==> config.mk <==
export PLATFORM = sky130hd
export DESIGN_NAME = reg_scoreboard_flat
export DESIGN_NICKNAME = d
export VERILOG_FILES = /design/src/rtl/reg_scoreboard_if.sv /design/src/rtl/reg_scoreboard.sv /design/src/flat_wrapper.sv
export SDC_FILE = /design/constraint.sdc
export NUM_CORES = 1
export LEC_CHECK = 0
export CORE_UTILIZATION = 45
export DETAILED_ROUTE_END_ITERATION = 6
export GPL_ROUTABILITY_DRIVEN = 0
export PLACE_DENSITY = 0.68
export RECOVER_POWER = 100
export SLEW_MARGIN = 20
export SYNTH_ARGS = -nofsm -noshare
export SYNTH_HDL_FRONTEND = slang
export SYNTH_SLANG_ARGS = --single-unit
export TNS_END_PERCENT = 50
==> constraint.sdc <==
create_clock -name clk -period 4.4 [get_ports clk]
set_input_delay 1.1 -clock clk [delete_from_list [all_inputs] [get_ports clk]]
set_output_delay 1.1 -clock clk [all_outputs]
set_load 0.02 [all_outputs]
==> src/rtl/reg_scoreboard_if.sv <==
// Issue, writeback and status signal bundle for reg_scoreboard.
// The pipeline (hazard unit side) is the master; the scoreboard is the slave.
interface reg_scoreboard_if #(
    parameter int unsigned ADDR_W = 5,
    parameter int unsigned NUM_WB = 2
);
    localparam int unsigned NUM_REGS = 2**ADDR_W;

    logic                     issue_valid;
    logic                     issue_we;
    logic [ADDR_W-1:0]        issue_rd;
    logic [ADDR_W-1:0]        issue_rs1;
    logic [ADDR_W-1:0]        issue_rs2;
    logic                     issue_ready;
    logic                     hazard;
    logic [NUM_WB-1:0]        wb_valid;
    logic [NUM_WB*ADDR_W-1:0] wb_rd;
    logic [NUM_REGS-1:0]      busy;
    logic [NUM_REGS-1:0]      wb_onehot;
    logic                     underflow;

    modport master (
        output issue_valid, issue_we, issue_rd, issue_rs1, issue_rs2,
        output wb_valid, wb_rd,
        input  issue_ready, hazard, busy, wb_onehot, underflow
    );

    modport slave (
        input  issue_valid, issue_we, issue_rd, issue_rs1, issue_rs2,
        input  wb_valid, wb_rd,
        output issue_ready, hazard, busy, wb_onehot, underflow
    );
endinterface

==> src/rtl/reg_scoreboard.sv <==
// Per-register pending-write scoreboard producing RAW hazard / WAW stall and a registered wb one-hot.
// Define SCOREBOARD_BYPASS_EN to let same-cycle writebacks release hazards (write-before-read regfile).
module reg_scoreboard #(
    parameter int unsigned ADDR_W         = 5,
    parameter int unsigned NUM_WB         = 2,
    parameter int unsigned CNT_W          = 2,
    parameter bit          ZERO_HARDWIRED = 1'b1
) (
    input logic             clk,
    input logic             rst,
    reg_scoreboard_if.slave sb
);
    localparam int unsigned NUM_REGS = 2**ADDR_W;
    localparam int unsigned SUM_W    = CNT_W + 2;
    localparam int unsigned DEC_W    = $clog2(NUM_WB + 1);
    localparam logic [CNT_W-1:0] CNT_MAX = '1;

    logic [CNT_W-1:0]    cnt_q [NUM_REGS];
    logic [CNT_W-1:0]    cnt_d [NUM_REGS];
    logic [DEC_W-1:0]    dec   [NUM_REGS];
    logic [NUM_REGS-1:0] inc;
    logic [NUM_REGS-1:0] pend;
    logic [NUM_REGS-1:0] sat;
    logic [NUM_REGS-1:0] busy_d;
    logic [NUM_REGS-1:0] busy_q;
    logic [NUM_REGS-1:0] wb_oh_d;
    logic [NUM_REGS-1:0] wb_oh_q;
    logic                uf_d;
    logic                uf_q;
    logic                hazard;
    logic                ready;
    logic                issue_fire;

    function automatic logic [NUM_REGS-1:0] decode(input logic [ADDR_W-1:0] r);
        logic [NUM_REGS-1:0] v;
        v = '0;
        if (!(ZERO_HARDWIRED && r == '0)) begin
            v[r] = 1'b1;
        end
        return v;
    endfunction

    // Per-register writeback decrement and the one-hot of this cycle's writebacks.
    always_comb begin
        logic [ADDR_W-1:0] rd;
        wb_oh_d = '0;
        rd      = '0;
        for (int unsigned i = 0; i < NUM_REGS; i++) begin
            dec[i] = '0;
        end
        for (int unsigned k = 0; k < NUM_WB; k++) begin
            rd = sb.wb_rd[k*ADDR_W +: ADDR_W];
            if (sb.wb_valid[k]) begin
                wb_oh_d = wb_oh_d | decode(rd);
                dec[rd] = dec[rd] + DEC_W'(1);
            end
        end
    end

    // Pending/saturated views seen by the issue logic.
    always_comb begin
        pend = '0;
        sat  = '0;
        for (int unsigned i = 0; i < NUM_REGS; i++) begin
            if (!(ZERO_HARDWIRED && i == 0)) begin
`ifdef SCOREBOARD_BYPASS_EN
                pend[i] = SUM_W'(cnt_q[i]) > SUM_W'(dec[i]);
                sat[i]  = (cnt_q[i] == CNT_MAX) && (dec[i] == '0);
`else
                pend[i] = cnt_q[i] != '0;
                sat[i]  = cnt_q[i] == CNT_MAX;
`endif
            end
        end
    end

    assign hazard     = pend[sb.issue_rs1] | pend[sb.issue_rs2];
    assign ready      = sb.issue_valid & ~hazard & ~(sb.issue_we & sat[sb.issue_rd]);
    assign issue_fire = ready & sb.issue_we;

    // Count update evaluated wide so that over-decrement is visible as a negative result.
    always_comb begin
        logic [SUM_W-1:0] sum;
        uf_d   = 1'b0;
        sum    = '0;
        busy_d = '0;
        inc    = issue_fire ? decode(sb.issue_rd) : '0;
        for (int unsigned i = 0; i < NUM_REGS; i++) begin
            sum = SUM_W'(cnt_q[i]) + SUM_W'(inc[i]) - SUM_W'(dec[i]);
            if (ZERO_HARDWIRED && i == 0) begin
                cnt_d[i] = '0;
            end else if (sum[SUM_W-1]) begin
                cnt_d[i] = '0;
                uf_d     = 1'b1;
            end else if (sum > SUM_W'(CNT_MAX)) begin
                cnt_d[i] = CNT_MAX;
            end else begin
                cnt_d[i] = sum[CNT_W-1:0];
            end
            busy_d[i] = cnt_d[i] != '0;
        end
    end

    always_ff @(posedge clk) begin
        if (rst) begin
            for (int unsigned i = 0; i < NUM_REGS; i++) begin
                cnt_q[i] <= '0;
            end
            busy_q  <= '0;
            wb_oh_q <= '0;
            uf_q    <= 1'b0;
        end else begin
            for (int unsigned i = 0; i < NUM_REGS; i++) begin
                cnt_q[i] <= cnt_d[i];
            end
            busy_q  <= busy_d;
            wb_oh_q <= wb_oh_d;
            uf_q    <= uf_d;
        end
    end

    assign sb.hazard      = hazard;
    assign sb.issue_ready = ready;
    assign sb.busy        = busy_q;
    assign sb.wb_onehot   = wb_oh_q;
    assign sb.underflow   = uf_q;
endmodule

==> src/flat_wrapper.sv <==
// flat-port wrapper written by rule: the top's interface ports become plain ports
module reg_scoreboard_flat 
#(
    parameter int unsigned ADDR_W         = 5,
    parameter int unsigned NUM_WB         = 2,
    parameter int unsigned CNT_W          = 2,
    parameter bit          ZERO_HARDWIRED = 1'b1
)
  (clk, rst, sb_issue_valid, sb_issue_we, sb_issue_rd, sb_issue_rs1, sb_issue_rs2, sb_wb_valid, sb_wb_rd, sb_issue_ready, sb_hazard, sb_busy, sb_wb_onehot, sb_underflow);
  reg_scoreboard_if #(.ADDR_W(ADDR_W), .NUM_WB(NUM_WB)) sb_i ();
  input logic clk;
  input logic rst;
  input wire logic [$bits(sb_i.issue_valid)-1:0] sb_issue_valid;
  input wire logic [$bits(sb_i.issue_we)-1:0] sb_issue_we;
  input wire logic [$bits(sb_i.issue_rd)-1:0] sb_issue_rd;
  input wire logic [$bits(sb_i.issue_rs1)-1:0] sb_issue_rs1;
  input wire logic [$bits(sb_i.issue_rs2)-1:0] sb_issue_rs2;
  input wire logic [$bits(sb_i.wb_valid)-1:0] sb_wb_valid;
  input wire logic [$bits(sb_i.wb_rd)-1:0] sb_wb_rd;
  output wire logic [$bits(sb_i.issue_ready)-1:0] sb_issue_ready;
  output wire logic [$bits(sb_i.hazard)-1:0] sb_hazard;
  output wire logic [$bits(sb_i.busy)-1:0] sb_busy;
  output wire logic [$bits(sb_i.wb_onehot)-1:0] sb_wb_onehot;
  output wire logic [$bits(sb_i.underflow)-1:0] sb_underflow;
  assign sb_i.issue_valid = sb_issue_valid;
  assign sb_i.issue_we = sb_issue_we;
  assign sb_i.issue_rd = sb_issue_rd;
  assign sb_i.issue_rs1 = sb_issue_rs1;
  assign sb_i.issue_rs2 = sb_issue_rs2;
  assign sb_i.wb_valid = sb_wb_valid;
  assign sb_i.wb_rd = sb_wb_rd;
  assign sb_issue_ready = sb_i.issue_ready;
  assign sb_hazard = sb_i.hazard;
  assign sb_busy = sb_i.busy;
  assign sb_wb_onehot = sb_i.wb_onehot;
  assign sb_underflow = sb_i.underflow;
  reg_scoreboard #(.ADDR_W(ADDR_W), .NUM_WB(NUM_WB), .CNT_W(CNT_W), .ZERO_HARDWIRED(ZERO_HARDWIRED)) u_core (.clk(clk), .rst(rst), .sb(sb_i));
endmodule
==> out/qor.csv <==
stage,metric,value,unit
yosys,Syn Area/Cell,8.70,sq um
yosys,synthesized area,9560,sq um
critical_path,critical path class,input port to flop,
route,WL/cell,22.0,um
power_and_ir_drop,combinational share of power,27.1,%
outcome,violated checks,setup timing,
yosys,Synth Area in XOR/XNOR,3.02,%
die,# rows,52,
place,placed cell area,12700,sq um
yosys,cell with the most instances after synthesis,inv_1,
clocking,hold buffers post-CTS,0,
critical_path,Crit path top cell by count,buf_6,
critical_path,CP peak stage delay,0.51,ns
place,dpl ws,-1.12,ns
power_and_ir_drop,worst vdd ir,260,uV
clocking,clk slew on worst S/H paths,0.07,ns
clocking,htree depth,4,
power_and_ir_drop,P_leak,0.00614,uW
route,vias per inst,6.09,
power_and_ir_drop,total power,3740,uW
critical_path,worst path bufs/invs,6,
global_route,antenna violations before repair,1,
yosys,post-synth cell types,54,
yosys,"EDFF count, synth",0,
clocking,CTS max path bufs,2,
critical_path,Crit path max-delay family,simple AND/OR/NAND/NOR gates,
finish,fraction of layout cells with a size suffix above 1,33.4,%
place,dpl hpwl,25.0,mm
yosys,adder-cell share of the synthesized area,25.2,%
critical_path,critical path required time,4.69,ns
die,Initial Util,46.5,%
yosys,Post-Synth Simple-Gate Area,19.2,%
route,ANT nets after route,0,
clocking,Sink Count,126,
yosys,Post-synth top cells,"inv_1 (130), dfxtp_1 (126), a21oi_1 (107), ha_1 (93), nand2_1 (86)",
finish,Final Core Density,71.5,%
sta,worst slew pin tran,0.859,ns
power_and_ir_drop,P_int,2540,uW
finish,Layout area overhead,53.9,%
sta,Tcrit/Tclk final,112,%
global_route,GRT overflow,0,
route,DRT Pass-1 Iters,6,
critical_path,Critical Path AT,5.23,ns
finish,final instance area,14700,sq um
yosys,complex-gate fraction of the synthesized area,14.7,%
yosys,asr flop ratio synth,0,%
yosys,largest family of logic cells by synthesized area,adder cells,
finish,fillers,1410,
run,max-cap violations,0,
global_route,number of global-route vias before repair,10400,
sta,clock skew,0.0158,ns
finish,nets,1644,
critical_path,nature of the critical path startpoint,input port,
global_route,gr usage total,33.9,%
power_and_ir_drop,sw power,1200,uW
yosys,synthesis-stage register bit count,126,
route,drt drc,0,
die,Core Area,20600,sq um
sta,final worst setup slack,-0.544,ns
clocking,CTS tree,done,
sta,Setup-failing EPs final,73,
sta,final hold violations,0,
outcome,status,"finished, violations left",
yosys,Post-Synthesis Cells,1098,
place,input/output buffers,96,
sta,Worst slew margin,42.1,%
power_and_ir_drop,sequential share of power,33.5,%
critical_path,slowest CP cell,fa_1,
critical_path,crit-path max FO,6,
die,die area,21800,sq um
clocking,Worst-Skew Late Latency,0.45,ns
yosys,post-synthesis mux area share,3.61,%
critical_path,CP endpoint kind,flop,
die,die height,148,um
clocking,TritonCTS buffer count,17,
sta,post-layout min period,4.94,ns
yosys,sequential share of the synthesized area,26.4,%
power_and_ir_drop,Sw Share,32.0,%
global_route,first-pass GRT wire length,56.1,mm
clocking,root buf cell,clkbuf_16,
power_and_ir_drop,Clock power frac,39.4,%
route,via count,10600,
yosys,top cell type's share of synthesized area,26.4,%
yosys,ys flop type,dfxtp_1,
min_path,Hold Crit Class,flop to flop,
global_route,largest net degree at the start of global routing,34,
die,Die Span X,148,um
yosys,Synth area leader,dfxtp_1,
yosys,Synth Warn #,0,
route,drt initial violations,1227,
sta,Max Fclk,202,MHz
sta,Final Max Tran Viols,0,
critical_path,worst-path cell chain,buf_6 > buf_6 > buf_4 > mux4_2 > nand2_1 > a32oi_4 > nand4_4 > buf_12 > buf_16 > nor4_4 > ha_2 > inv_2 > fa_1 > o31ai_4 > nand4_1 > nor4_2 > a21oi_1,
route,DRT Wirelength,38.3,mm
power_and_ir_drop,Pwr Density,254,nW/um^2
die,total I/O pin count,98,
sta,unrepaired setup endpoints after global routing,true,
yosys,ranking of synthesized cells by area,"dfxtp_1 (26%), fa_1 (13%), ha_1 (12%), a21oi_1 (5.6%), inv_1 (5.1%)",
## cells by family after synthesis
kind of cell,after synthesis
buf+inv,185
compound gates,233
mux,22
simple gates,343
fa+ha+maj,155
xor+xnor,33
flops,126
other cells,1
## metrics by stage
stage | instances | hold slack (ns) | TNS, ns
floorplan | 1099 | 0.771 | 0
CTS | 1731 | 0.880 | -0.111
detailed placement | 1678 | 0.867 | -63.71
finish | 1742 | 0.890 | -6.27
global placement | 1678 | 0.863 | -60.37
global route | 1741 | 0.917 | -14.14
## cells in the final DEF (no fill, tap or decap), types with 15 or more instances in the layout
master and instances:
inv_1 126, nor3_1 38, ha_2 15, nand2b_1 30, nand2_1 86, a21oi_1 97
buf_4 261, o21ai_0 30, nand3_1 40, clkdlybuf4s50_1 16, ha_1 77, clkbuf_16 18
dfxtp_1 126, fa_1 56, xnor2_1 20, buf_6 16, nor2_1 40, a31oi_1 30
dlygate4sd3_1 66
## power groups by stage
stage / Combinational, uW / Clock (uW) / Sequential, uW
2_1_floorplan: 377 / 0 / 1290
3_3_place_gp: 731 / 0 / 1270
3_5_place_dp: 745 / 0 / 1270
4_1_cts: 905 / 1470 / 1250
5_1_grt: 1060 / 1540 / 1260
6_report: 1010 / 1470 / 1250
## area by class of cell
| cell class | count | area, sq um | share of cell area (%) |
|---|---|---|---|
| clock buffer | 21 | 470 | 3.20 |
| antenna | 1 | 2.50 | 0.0170 |
| inverter | 130 | 488 | 3.32 |
| timing repair buffer | 395 | 3530 | 24.0 |
| tap | 270 | 338 | 2.30 |
| multi-input combinational | 788 | 7230 | 49.1 |
| clock inverter | 11 | 131 | 0.893 |
| sequential | 126 | 2520 | 17.2 |
## worst paths after layout
kind	from	endpoint	slack, ns	cells after the start
max	sb_issue_rs2[2]	u_core.sb.underflow	-0.54	17
min	u_core.cnt_q[0][33]	u_core.cnt_q[0][33]	0.89	4
max reg2reg	u_core.cnt_q[0][7]	u_core.sb.underflow	-0.18	15
min reg2reg	u_core.cnt_q[0][33]	u_core.cnt_q[0][33]	0.89	4
## state kept, by name, indices dropped and copies added, names as in the netlist
name                 cells
u_core.sb.busy          31
u_core.cnt_q            62
u_core.sb.underflow      1
u_core.sb.wb_onehot     32
## worst min-delay path, stage by stage, from the launching register on
cell	delay (ns)
dfxtp_1	0.37
ha_1	0.19
o31ai_1	0.10
nand2b_1	0.12
a21oi_1	0.05
## layer usage
layer / vias to the layer above / global-route usage (%) / share of wire (%)
li1: 4588 / - / -
met1: 4943 / 41.2 / 37
met2: 790 / 52.5 / 44
met3: 284 / 12.1 / 12
met4: 0 / 18.0 / 7.1
met5: - / 0 / 0
## what timing repair did
action	CTS	global route
hold endpoints to repair	0	0
gates cloned	7	1
buffers inserted	14	13
pin swaps	31	52
setup endpoints to repair	96	89
gates resized for setup	149	102
Note: power is estimated with default switching activity, not from simulation.
